File: src/rtl/core_bp_pkg.sv
// Shared branch-predictor types: 2-bit saturating pattern encoding, the queued
// update record, and the pattern training function.
package core_bp_pkg;

  localparam int BP_PATTERN_W = 2;

  typedef enum logic [BP_PATTERN_W-1:0] {
    SNT = 2'd0,
    WNT = 2'd1,
    WT  = 2'd2,
    ST  = 2'd3
  } bp_pattern_e;

  typedef struct packed {
    logic [31:0]             pc;
    logic [BP_PATTERN_W-1:0] pattern;
    logic                    taken;
    logic [31:0]             target;
  } bp_update_t;

  localparam int BP_UPDATE_W = $bits(bp_update_t);

  // Saturating 2-bit counter step toward the resolved direction.
  function automatic logic [BP_PATTERN_W-1:0] sat_update(input logic [BP_PATTERN_W-1:0] pattern,
                                                         input logic taken);
    logic [BP_PATTERN_W-1:0] nxt;
    nxt = pattern;
    if (taken) begin
      if (pattern != BP_PATTERN_W'(ST)) nxt = pattern + 2'd1;
    end else begin
      if (pattern != BP_PATTERN_W'(SNT)) nxt = pattern - 2'd1;
    end
    return nxt;
  endfunction

endpackage

File: src/rtl/fetch_bco_update_fifo.sv
// Generic synchronous FIFO with wrap-bit pointers and an extra port that
// rewrites the most recently pushed entry in place.
module fetch_bco_update_fifo #(
  parameter int DEPTH = 4,
  parameter int W     = 8
) (
  input  logic                     clk,
  input  logic                     reset,
  input  logic                     push,
  input  logic [W-1:0]             push_data,
  input  logic                     pop,
  input  logic                     tail_we,
  input  logic [W-1:0]             tail_data,
  output logic [W-1:0]             head_data,
  output logic [W-1:0]             tail_rdata,
  output logic                     empty,
  output logic                     full,
  output logic [$clog2(DEPTH):0]   count
);

  localparam int AW = $clog2(DEPTH);

  logic [W-1:0] mem [DEPTH];
  logic [AW:0]  wr_ptr;
  logic [AW:0]  rd_ptr;
  logic [AW:0]  tail_ptr;
  logic         do_push;
  logic         do_pop;

  assign empty    = (wr_ptr == rd_ptr);
  assign full     = (wr_ptr[AW] != rd_ptr[AW]) && (wr_ptr[AW-1:0] == rd_ptr[AW-1:0]);
  assign count    = wr_ptr - rd_ptr;
  assign tail_ptr = wr_ptr - (AW+1)'(1);

  assign do_pop  = pop && !empty;
  // A full queue still accepts a push when the head leaves in the same cycle.
  assign do_push = push && (!full || do_pop);

  assign head_data  = mem[rd_ptr[AW-1:0]];
  assign tail_rdata = mem[tail_ptr[AW-1:0]];

  always_ff @(posedge clk) begin
    if (reset) begin
      wr_ptr <= '0;
      rd_ptr <= '0;
    end else begin
      if (do_push) wr_ptr <= wr_ptr + (AW+1)'(1);
      if (do_pop)  rd_ptr <= rd_ptr + (AW+1)'(1);
    end
  end

  always_ff @(posedge clk) begin
    if (do_push) mem[wr_ptr[AW-1:0]] <= push_data;
    if (tail_we && !empty && !do_push) mem[tail_ptr[AW-1:0]] <= tail_data;
  end

endmodule

File: src/rtl/fetch_bco_update.sv
// Turns BRU branch-correction events into a one-cycle frontend redirect and a
// queued predictor training write, coalescing repeat hits on the queue tail.
module fetch_bco_update
  import core_bp_pkg::*;
#(
  parameter int DEPTH      = 4,
  parameter int INDEX_BITS = 6
) (
  input  logic                    clk,
  input  logic                    reset,
  input  logic                    i_bco_valid,
  input  logic [31:0]             i_bco_pc,
  input  logic [1:0]              i_bco_oldpattern,
  input  logic                    i_bco_taken,
  input  logic [31:0]             i_bco_target,
  output logic                    o_redirect_valid,
  output logic [31:0]             o_redirect_pc,
  output logic                    o_bp_wvalid,
  input  logic                    i_bp_wready,
  output logic [INDEX_BITS-1:0]   o_bp_windex,
  output logic [29-INDEX_BITS:0]  o_bp_wtag,
  output logic [1:0]              o_bp_wpattern,
  output logic [31:0]             o_bp_wtarget,
  output logic                    o_bp_wtaken,
  output logic [7:0]              o_drop_cnt
);

  localparam int CW = $clog2(DEPTH) + 1;

  bp_update_t  head;
  bp_update_t  tail;
  bp_update_t  new_entry;
  logic        empty;
  logic        full;
  logic [CW-1:0] count;
  logic        pop;
  logic        coalesce;
  logic        push;
  logic        drop;
  logic [1:0]  old_pattern;

  // Predictor write handshake: o_bp_wvalid rises only when an entry is queued,
  // the head fields hold steady until the cycle where o_bp_wvalid and
  // i_bp_wready are both high, and that cycle transfers exactly one entry.
  assign o_bp_wvalid = !empty;
  assign pop         = o_bp_wvalid && i_bp_wready;

  // A single queued entry that is leaving this cycle can no longer be edited.
  assign coalesce = i_bco_valid && !empty && (tail.pc == i_bco_pc)
                    && !(pop && (count == CW'(1)));

  assign old_pattern = coalesce ? tail.pattern : i_bco_oldpattern;

  always_comb begin
    new_entry         = '0;
    new_entry.pc      = i_bco_pc;
    new_entry.pattern = sat_update(old_pattern, i_bco_taken);
    new_entry.taken   = i_bco_taken;
    new_entry.target  = i_bco_target;
  end

  assign push = i_bco_valid && !coalesce && (!full || pop);
  assign drop = i_bco_valid && !coalesce && full && !pop;

  fetch_bco_update_fifo #(
    .DEPTH (DEPTH),
    .W     (BP_UPDATE_W)
  ) u_fifo (
    .clk        (clk),
    .reset      (reset),
    .push       (push),
    .push_data  (new_entry),
    .pop        (pop),
    .tail_we    (coalesce),
    .tail_data  (new_entry),
    .head_data  (head),
    .tail_rdata (tail),
    .empty      (empty),
    .full       (full),
    .count      (count)
  );

  // Head fields are masked while idle so stale storage never reaches the port.
  assign o_bp_windex   = o_bp_wvalid ? head.pc[INDEX_BITS+1:2] : '0;
  assign o_bp_wtag     = o_bp_wvalid ? head.pc[31:INDEX_BITS+2] : '0;
  assign o_bp_wpattern = o_bp_wvalid ? head.pattern : '0;
  assign o_bp_wtarget  = o_bp_wvalid ? head.target : '0;
  assign o_bp_wtaken   = o_bp_wvalid ? head.taken : 1'b0;

  always_ff @(posedge clk) begin
    if (reset) begin
      o_redirect_valid <= 1'b0;
      o_redirect_pc    <= '0;
      o_drop_cnt       <= '0;
    end else begin
      o_redirect_valid <= i_bco_valid;
      if (i_bco_valid) o_redirect_pc <= i_bco_target;
      if (drop && (o_drop_cnt != 8'hFF)) o_drop_cnt <= o_drop_cnt + 8'd1;
    end
  end

endmodule

File: config.mk
export PLATFORM = sky130hd
export DESIGN_NAME = fetch_bco_update
export DESIGN_NICKNAME = d
export VERILOG_FILES = /design/src/rtl/core_bp_pkg.sv /design/src/rtl/fetch_bco_update_fifo.sv /design/src/rtl/fetch_bco_update.sv
export SDC_FILE = /design/constraint.sdc
export NUM_CORES = 1
export LEC_CHECK = 0
export ABC_AREA = 1
export CORE_ASPECT_RATIO = 0.5
export CORE_MARGIN = 3
export CORE_UTILIZATION = 45
export DETAILED_ROUTE_END_ITERATION = 8
export PLACE_DENSITY = 0.67
export SLEW_MARGIN = 20
export SYNTH_ARGS = -nofsm -noshare
export SYNTH_HDL_FRONTEND = slang
export SYNTH_SLANG_ARGS = --single-unit
File: constraint.sdc
create_clock -name clk -period 7.5 [get_ports clk]
set_input_delay 2.25 -clock clk [delete_from_list [all_inputs] [get_ports clk]]
set_output_delay 2.25 -clock clk [all_outputs]
set_load 0.05 [all_outputs]
==> results of run 1 <==
[stage by stage]
stage	cells	total power, mW	hold slack (ps)
2_1_floorplan	1493	3.17	454
3_3_place_gp	2022	3.73	473
3_5_place_dp	2022	3.75	483
4_1_cts	2076	5.33	503
5_1_grt	2079	5.52	530
6_report	2079	5.29	496
[worst min path at each step]
stage	to	slack, ps	depth (start not counted)
after floorplan	u_fifo.rd_ptr[2]$_SDFFE_PP0P_	450	2
after global placement	o_redirect_pc[0]$_SDFFE_PP0P_	470	2
after detailed placement	o_redirect_pc[19]$_SDFFE_PP0P_	480	2
after CTS	o_redirect_pc[19]$_SDFFE_PP0P_	500	2
after global routing	o_redirect_pc[16]$_SDFFE_PP0P_	530	2
final	o_redirect_pc[19]$_SDFFE_PP0P_	500	2
[cells by family after synthesis]
| family | after synthesis |
|---|---|
| simple gates | 779 |
| flops | 317 |
| compound gates | 259 |
| buf+inv | 121 |
| xor+xnor | 11 |
| fa+ha+maj | 6 |
[report_power, final]
part	switching (mW)	internal, mW	total [mW]	leakage [nW]
sequential	0.0515	2.00	2.05	2.87
clock	0.661	0.922	1.58	0.492
combinational	1.18	0.479	1.66	3.00
total	1.89	3.40	5.29	6.36
[metal layers]
metal | vias to the layer above | routed length (µm)
met4 | 0 | 872
met1 | 5518 | 16500
met3 | 64 | 2510
met2 | 397 | 19500
li1 | 5364 | -
met5 | - | 0
[sequential cells by signal, summed over array words and instances (netlist names), named ones only]
| name | count |
|---|---|
| o_drop_cnt | 8 |
| o_redirect_pc | 32 |
| o_redirect_valid | 1 |
| u_fifo.mem | 268 |
| u_fifo.rd_ptr | 3 |
| u_fifo.wr_ptr | 3 |
[synth_stat cells]
library cell and n:
nand4_1 14, or2_2 1, nand3_1 86, clkbuf_1 50, xor2_2 1, dfxtp_1 49, nor2_2 1, a31oi_1 1
nand3b_1 17, o21ai_0 170, nand2_1 286, edfxtp_1 268, xor2_1 4, a21oi_1 85, o21ai_1 2, nor3_1 1
buf_4 7, buf_8 1, nor3b_1 1, nor2_1 365, nand3_4 1, inv_4 1, buf_2 7, or2_1 4
xnor2_1 6, a32o_1 1, nand3_2 2, buf_6 9, buf_1 12, inv_6 1, fa_1 1, ha_1 5
inv_1 33
[cell usage in the layout, fill, tap and decap left out, types with 5 or more instances in the layout]
cell type / n
inv_1: 28
clkbuf_1: 6
xnor2_1: 6
inv_2: 5
clkdlybuf4s50_1: 176
a21oi_1: 85
nand3_1: 86
nand4_1: 14
buf_4: 11
clkbuf_16: 29
edfxtp_1: 268
dfxtp_1: 46
bufinv_16: 6
nor2_1: 361
o21ai_0: 170
clkinv_2: 6
nand2_1: 286
nand3b_1: 17
[layout make-up]
type,instances,area [µm²],share of cell area
Antenna cell,3,7.51,0.000433
Clock buffer,35,748,0.0431
Clock inverter,19,258,0.0149
Inverter,35,139,0.00801
Multi-Input combinational cell,1055,4700,0.271
Sequential cell,317,9030,0.521
Tap cell,423,529,0.0305
Timing Repair Buffer,192,1930,0.111
[critical path, cell delays in order (launching register included)]
cell,delay (ps)
dfxtp_2,340
inv_6,420
ha_1,230
nand2_1,60
inv_1,60
nand3_1,150
inv_2,610
buf_4,590
a21oi_1,170
clkdlybuf4s50_1,760
==> results.json, run 1 <==
{
  "status": "complete, no violations",
  "netlist_area_um2": 14300,
  "ant_nets": 0,
  "area_growth_pct": 21.5,
  "finish.utilization": 0.564,
  "grt_use_total": 0.224,
  "fmax_mhz": 161,
  "drive_above_1_share": 0.0496,
  "viasPerCell": 5.46,
  "root_buffer": "clkbuf_16",
  "ys_seq_area_frac": 0.633,
  "min_period_ps": 6230,
  "pre_cts_slack_ps": 1400,
  "cp-start-kind": "flip-flop",
  "synth_top_cell_area_share": 0.564,
  "max_cap_viol_count": 0,
  "vias": 11300,
  "antenna_found_initial": 3,
  "rrSetupSlack_ps": 1470,
  "dpl-instance-area_um2": 16300,
  "ys_warn_count": 0,
  "hold_buffers": 0,
  "cp-end-kind": "primary output",
  "skew_ps": 17.3,
  "start_util": 0.464,
  "synth.area.mux_share": 0,
  "h-tree-depth": 1,
  "worstSetupStartpoint": "u_fifo.wr_ptr[0]$_SDFFE_PP0P_",
  "tritoncts": "done",
  "worst_pin_slew_ps": 970,
  "grt.met2_usage": 0.387,
  "fin_area_um2": 17300,
  "cts.clk_slew.worst_paths_ps": 70,
  "drt_pre_antenna_iters": 8,
  "clock_latency_ps": 560,
  "grt_pass1_wl_um": 60900,
  "cp.arrival_ps": 3980,
  "core_um2": 30700,
  "cts_setup_buffers": 0,
  "hold_path.class": "reg2reg",
  "cts_sinks": 317,
  "gr-total-overflow": 0,
  "wl_per_cell_um": 18.9,
  "synth_xor_xnor_area_share": 0.00728,
  "met1_usage": 0.295,
  "setup_ws_ps": 1270,
  "critPathMaxFanout": 71,
  "finalHoldViolCount": 0,
  "power_density_nw_per_um2": 305,
  "postSynthCellCount": 1493,
  "rr_worst_depth": 17,
  "die-height_um": 132,
  "worstPathRequired_ps": 5250,
  "timing.rr.start": "u_fifo.wr_ptr[0]$_SDFFE_PP0P_",
  "hpwl_um": 23600,
  "cts_max_path_buffers": 3,
  "num_rows": 45,
  "drc": 0,
  "min_from": "o_redirect_pc[19]$_SDFFE_PP0P_",
  "rr_endpoint": "u_fifo.mem[2][51]$_DFFE_PP_",
  "fillers": 2611,
  "cts_buffers": 29,
  "avgSynthCellArea_um2": 9.56,
  "die_x_um": 258,
  "synth_cell_types": 33,
  "endpoint": "o_bp_wpattern[1]",
  "ios": 178,
  "grt_pass1_vias": 11000,
  "setup_violations": 0,
  "synth_nets": 1570,
  "drt-total-wl_um": 39400,
  "final_nets": 1707,
  "synthSimpleGateAreaFrac": 0.223,
  "synth_fa_ha_area_frac": 0.00579,
  "yosysTopAreaCell": "edfxtp_1",
  "critical_path_class": "reg2out",
  "grt_max_degree": 72,
  "drt_iter0_drc": 1024,
  "portBuffers": 177,
  "die_area_um2": 34000,
  "ir_drop_uv": 174,
  "cts_resized": 0,
  "busiest_layer": "met2",
  "p_leak_nw": 6.36,
  "rsz0062_at_grt": "no",
  "gp_congestion": 0.896,
  "synth_area_leaders": "edfxtp_1, nor2_1, nand2_1",
  "synth_compound_area_frac": 0.0913,
  "synth_top_family_by_area": "simple AND/OR/NAND/NOR gates",
  "grt_util_met3": 0.0334,
  "ys_ff_latch": 317,
  "drv_slew": 0,
  "slew_headroom": 0.353,
  "tns_ps": 0,
  "period_share": 0.830
}
No activity file was read; power rests on OpenSTA's default activity.
==> run 2, diff against run 1 <==
--- a/config.mk
+++ b/config.mk
@@ -10,7 +10,7 @@
 export CORE_MARGIN = 3
 export CORE_UTILIZATION = 45
 export DETAILED_ROUTE_END_ITERATION = 8
-export PLACE_DENSITY = 0.67
+export PLACE_DENSITY = 0.69
 export SLEW_MARGIN = 20
 export SYNTH_ARGS = -nofsm -noshare
 export SYNTH_HDL_FRONTEND = slang
==> constraint.sdc (replaced) <==
create_clock -name clk -period 5.1 [get_ports clk]
set_input_delay 1.53 -clock clk [delete_from_list [all_inputs] [get_ports clk]]
set_output_delay 1.53 -clock clk [all_outputs]
set_load 0.05 [all_outputs]
==> results.json, run 2 (same netlist as run 1, synthesis figures left out) <==
{
  "worst_pin_slew_ps": 958,
  "root_buffer": "clkbuf_16",
  "viasPerCell": 5.42,
  "holdWs_ps": 497,
  "wl_per_cell_um": 18.5,
  "grt.met2_usage": 0.387,
  "power_frac_comb": 0.331,
  "dpl-instance-area_um2": 16500,
  "path_common_cell": "nor2_1",
  "max_cap_viol_count": 0,
  "portBuffers": 177,
  "cts_sinks": 317,
  "slowest_stage": "clkdlybuf4s50_1",
  "pwr-share-seq": 0.394,
  "fin_total_pwr_mw": 7.57,
  "vias": 11300,
  "grt_use_total": 0.220,
  "drc": 0,
  "finalHoldViolCount": 0,
  "core_um2": 30700,
  "die_area_um2": 34000,
  "drt_pre_antenna_iters": 7,
  "min_period_ps": 4620,
  "fmax_mhz": 217,
  "regArea_um2": 9030,
  "hold_path.class": "reg2reg",
  "drt_iter0_drc": 921,
  "cts_setup_buffers": 0,
  "tns_ps": 0,
  "cts.clk_slew.worst_paths_ps": 70,
  "busiest_layer": "met2",
  "drv_slew": 0,
  "final_nets": 1718,
  "multi_input_area_um2": 4700,
  "clock_latency_ps": 560,
  "h-tree-depth": 1,
  "hpwl_um": 23800,
  "tritoncts": "done",
  "p_int_mw": 4.82,
  "start_util": 0.464,
  "grt_util_met3": 0.0353,
  "worstPathRequired_ps": 3570,
  "crit_buf_inv": 2,
  "drt-total-wl_um": 38500,
  "power_density_nw_per_um2": 436,
  "path_delay_family": "buffers and inverters",
  "gp_congestion": 0.889,
  "area_growth_pct": 21.6,
  "antenna_cells": 0,
  "ir_drop_uv": 268,
  "critPathMaxFanout": 79,
  "fillers": 2608,
  "ant_nets": 0,
  "status": "complete, no violations",
  "cp-end-kind": "primary output",
  "rsz0062_at_grt": "no",
  "layout_common_cells": "nor2_1, nand2_1, edfxtp_1",
  "met1_usage": 0.283,
  "cp.arrival_ps": 3090,
  "critical_path_class": "reg2out",
  "gr-total-overflow": 0,
  "setup_violations": 0,
  "cts_buffers": 29,
  "slew_headroom": 0.360,
  "p_leak_nw": 6.38,
  "final_common_cell": "nor2_1",
  "cp_cell_sequence": "buf_4 -> nor2_1 -> nor2_1 -> o21ai_0 -> a21oi_1 -> clkdlybuf4s50_1",
  "grt_pass1_wl_um": 60200,
  "die-height_um": 132,
  "p_clk_frac": 0.275,
  "stdcell_count": 2086,
  "skew_ps": 17.1,
  "finish.utilization": 0.564,
  "largest_register_ffs": 268,
  "cts_max_path_buffers": 3,
  "fin_area_um2": 17400,
  "pre_cts_slack_ps": 687,
  "num_rows": 45,
  "hold_buffers": 0,
  "p_sw_frac": 0.363,
  "cp-start-kind": "flip-flop",
  "ios": 178,
  "die_x_um": 258,
  "period_share": 0.905,
  "antenna_found_initial": 0,
  "placed_cells": 2033,
  "cts_resized": 0,
  "critical_path.max_stage_delay_ps": 860,
  "p_sw_mw": 2.75,
  "setup_ws_ps": 484,
  "grt_max_degree": 80,
  "grt_pass1_vias": 11000,
  "drive_above_1_share": 0.0517
}
## run 2: area by class of cell
cell class | count | share of cell area
clock inverters | 20 | 0.00872
well taps | 423 | 0.0305
clock buffers | 33 | 0.0427
multi-input cells | 1055 | 0.271
inverters | 35 | 0.00800
flip-flops and latches | 317 | 0.521
repair buffers | 203 | 0.119
## run 2: layer usage
layer | share of wire | wire [µm]
met1 | 0.42 | 16100
met2 | 0.50 | 19300
met3 | 0.059 | 2260
met4 | 0.023 | 884
met5 | 0 | 0
## run 2: worst paths after layout
| kind | startpoint | end | slack [ps] | depth (start not counted) |
|---|---|---|---|---|
| worst min-delay path | o_redirect_pc[30]$_SDFFE_PP0P_ | o_redirect_pc[30]$_SDFFE_PP0P_ | 500 | 2 |
| worst max-delay path | flip-flop | o_bp_wtarget[12] | 480 | 6 |
| worst min register to register | o_redirect_pc[30]$_SDFFE_PP0P_ | o_redirect_pc[30]$_SDFFE_PP0P_ | 500 | 2 |
| worst max register to register | u_fifo.wr_ptr[0]$_SDFFE_PP0P_ | u_fifo.mem[0][14]$_DFFE_PP_ | 1340 | 14 |
## run 2: power groups by stage
stage,Clock [mW],Combinational [mW],Sequential [mW]
final,2.08,2.50,2.99
after global routing,2.22,2.68,2.99
after CTS,2.11,2.52,2.98
after detailed placement,0,2.51,3.04
after global placement,0,2.48,3.03
after floorplan,0,1.56,3.10
## run 2: worst reg2reg max path, stage by stage, from the launching register on
cell and delay (ps):
dfxtp_2 360, ha_1 350, buf_4 480, nand3_1 180, nand2_1 110, or2_1 170
nand2_1 60, nor2_1 100, nand2_1 60, nor2_1 250, nand3_2 160, xor2_2 310
inv_1 180, nor2_4 370, buf_12 270
==> run 3, diff against run 2 <==
--- a/config.mk
+++ b/config.mk
@@ -7,7 +7,6 @@
 export LEC_CHECK = 0
 export ABC_AREA = 1
 export CORE_ASPECT_RATIO = 0.5
-export CORE_MARGIN = 3
 export CORE_UTILIZATION = 45
 export DETAILED_ROUTE_END_ITERATION = 8
 export PLACE_DENSITY = 0.69
==> results.json, run 3 (same netlist as run 1, synthesis figures left out) <==
{
  "status": "complete, no violations",
  "power_frac_comb": 0.332,
  "h-tree-depth": 1,
  "antenna_found_initial": 0,
  "portBuffers": 177,
  "slew_headroom": 0.381,
  "path_delay_family": "buffers and inverters",
  "die_x_um": 254,
  "setup_violations": 0,
  "power_density_nw_per_um2": 432,
  "cp_cell_sequence": "inv_1 -> ha_1 -> nand2_1 -> inv_1 -> nand3_1 -> inv_2 -> buf_4 -> a21oi_1 -> clkdlybuf4s50_1",
  "stdcell_count": 2088,
  "dpl-instance-area_um2": 16500,
  "slowest_stage": "clkdlybuf4s50_1",
  "critPathMaxFanout": 19,
  "cts_resized": 0,
  "cp-end-kind": "primary output",
  "hold_buffers": 0,
  "p_clk_frac": 0.269,
  "finish.utilization": 0.566,
  "largest_register_ffs": 268,
  "ant_nets": 0,
  "core_um2": 30700,
  "grt_pass1_wl_um": 58600,
  "grt_max_degree": 86,
  "cp.arrival_ps": 3290,
  "fmax_mhz": 207,
  "drt_iter0_drc": 1033,
  "cts_max_path_buffers": 3,
  "drt_pre_antenna_iters": 7,
  "hpwl_um": 23600,
  "ios": 178,
  "ir_drop_uv": 273,
  "start_util": 0.464,
  "cts_setup_buffers": 0,
  "rsz0062_at_grt": "no",
  "critical_path_class": "reg2out",
  "drive_above_1_share": 0.0553,
  "cts_sinks": 317,
  "period_share": 0.945,
  "path_common_cell": "inv_1",
  "drc": 0,
  "fin_area_um2": 17400,
  "num_rows": 45,
  "hold_path.class": "reg2reg",
  "pre_cts_slack_ps": 712,
  "cp-start-kind": "flip-flop",
  "tritoncts": "done",
  "area_growth_pct": 21.9,
  "min_period_ps": 4820,
  "drt-total-wl_um": 37800,
  "p_int_mw": 4.77,
  "grt_pass1_vias": 11000,
  "final_nets": 1720,
  "pwr-share-seq": 0.399,
  "final_common_cell": "nor2_1",
  "placed_cells": 2035,
  "cts.clk_slew.worst_paths_ps": 70,
  "worst_pin_slew_ps": 928,
  "clock_latency_ps": 560,
  "gr-total-overflow": 0,
  "antenna_cells": 0,
  "max_cap_viol_count": 0,
  "root_buffer": "clkbuf_16",
  "drv_slew": 0,
  "p_sw_frac": 0.365,
  "finalHoldViolCount": 0,
  "skew_ps": 19.1,
  "wl_per_cell_um": 18.1,
  "vias": 11300,
  "p_sw_mw": 2.74,
  "critical_path.max_stage_delay_ps": 860,
  "layout_common_cells": "nor2_1, nand2_1, edfxtp_1",
  "die_area_um2": 32500,
  "viasPerCell": 5.41,
  "fillers": 2573,
  "cts_buffers": 29,
  "die-height_um": 128,
  "gp_congestion": 0.905,
  "p_leak_nw": 6.40,
  "grt_use_total": 0.231,
  "worstPathRequired_ps": 3570,
  "setup_ws_ps": 278,
  "crit_buf_inv": 5
}
-- run 3: final cells by class --
| type | count | area, µm² | area share |
|---|---|---|---|
| Clock buffer | 38 | 790 | 0.0454 |
| Clock inverter | 15 | 81.3 | 0.00468 |
| Inverter | 35 | 140 | 0.00806 |
| Multi-Input combinational cell | 1055 | 4700 | 0.270 |
| Sequential cell | 317 | 9030 | 0.519 |
| Tap cell | 423 | 529 | 0.0304 |
| Timing Repair Buffer | 205 | 2120 | 0.122 |
-- run 3: worst reg2reg max path: cells and delay by family (launching register included) --
family / cells / cell delay, ps
AO/OA/AOI/OAI: 1 / 120
XOR/XNOR: 1 / 360
buffers and inverters: 3 / 1100
flip-flops: 1 / 380
AND/OR/NAND/NOR: 9 / 1320
-- run 3: path summary, 6_finish.rpt --
path | from | endpoint | slack [ps] | depth (start not counted)
max | u_fifo.rd_ptr[1]$_SDFFE_PP0P_ | o_bp_wtarget[11] | 280 | 9
min | u_fifo.rd_ptr[2]$_SDFFE_PP0P_ | u_fifo.rd_ptr[2]$_SDFFE_PP0P_ | 500 | 2
max reg2reg | u_fifo.wr_ptr[0]$_SDFFE_PP0P_ | u_fifo.mem[2][28]$_DFFE_PP_ | 1460 | 14
min reg2reg | u_fifo.rd_ptr[2]$_SDFFE_PP0P_ | u_fifo.rd_ptr[2]$_SDFFE_PP0P_ | 500 | 2
-- run 3: power groups by stage --
stage / clock, mW / combinational (mW) / sequential (mW)
5_1_grt: 2.16 / 2.65 / 3.01
2_1_floorplan: 0 / 1.56 / 3.10
4_1_cts: 2.05 / 2.50 / 3.00
3_5_place_dp: 0 / 2.49 / 3.05
6_report: 2.02 / 2.49 / 3.00
3_3_place_gp: 0 / 2.46 / 3.05
-- run 3: through the flow --
| stage | hold WS, ps | TNS [ps] | power [mW] |
|---|---|---|---|
| after global placement | 479 | 0 | 5.51 |
| after detailed placement | 483 | 0 | 5.54 |
| final | 495 | 0 | 7.52 |
| after CTS | 495 | 0 | 7.55 |
| after floorplan | 454 | -275780 | 4.66 |
| after global routing | 522 | 0 | 7.82 |
-- run 3: layer usage --
| metal | global-route usage | wire (µm) | up-vias |
|---|---|---|---|
| li1 | - | - | 5377 |
| met1 | 0.296 | 15900 | 5463 |
| met2 | 0.407 | 18500 | 398 |
| met3 | 0.0345 | 2340 | 66 |
| met4 | 0.0730 | 1100 | 0 |
| met5 | 0 | 0 | - |
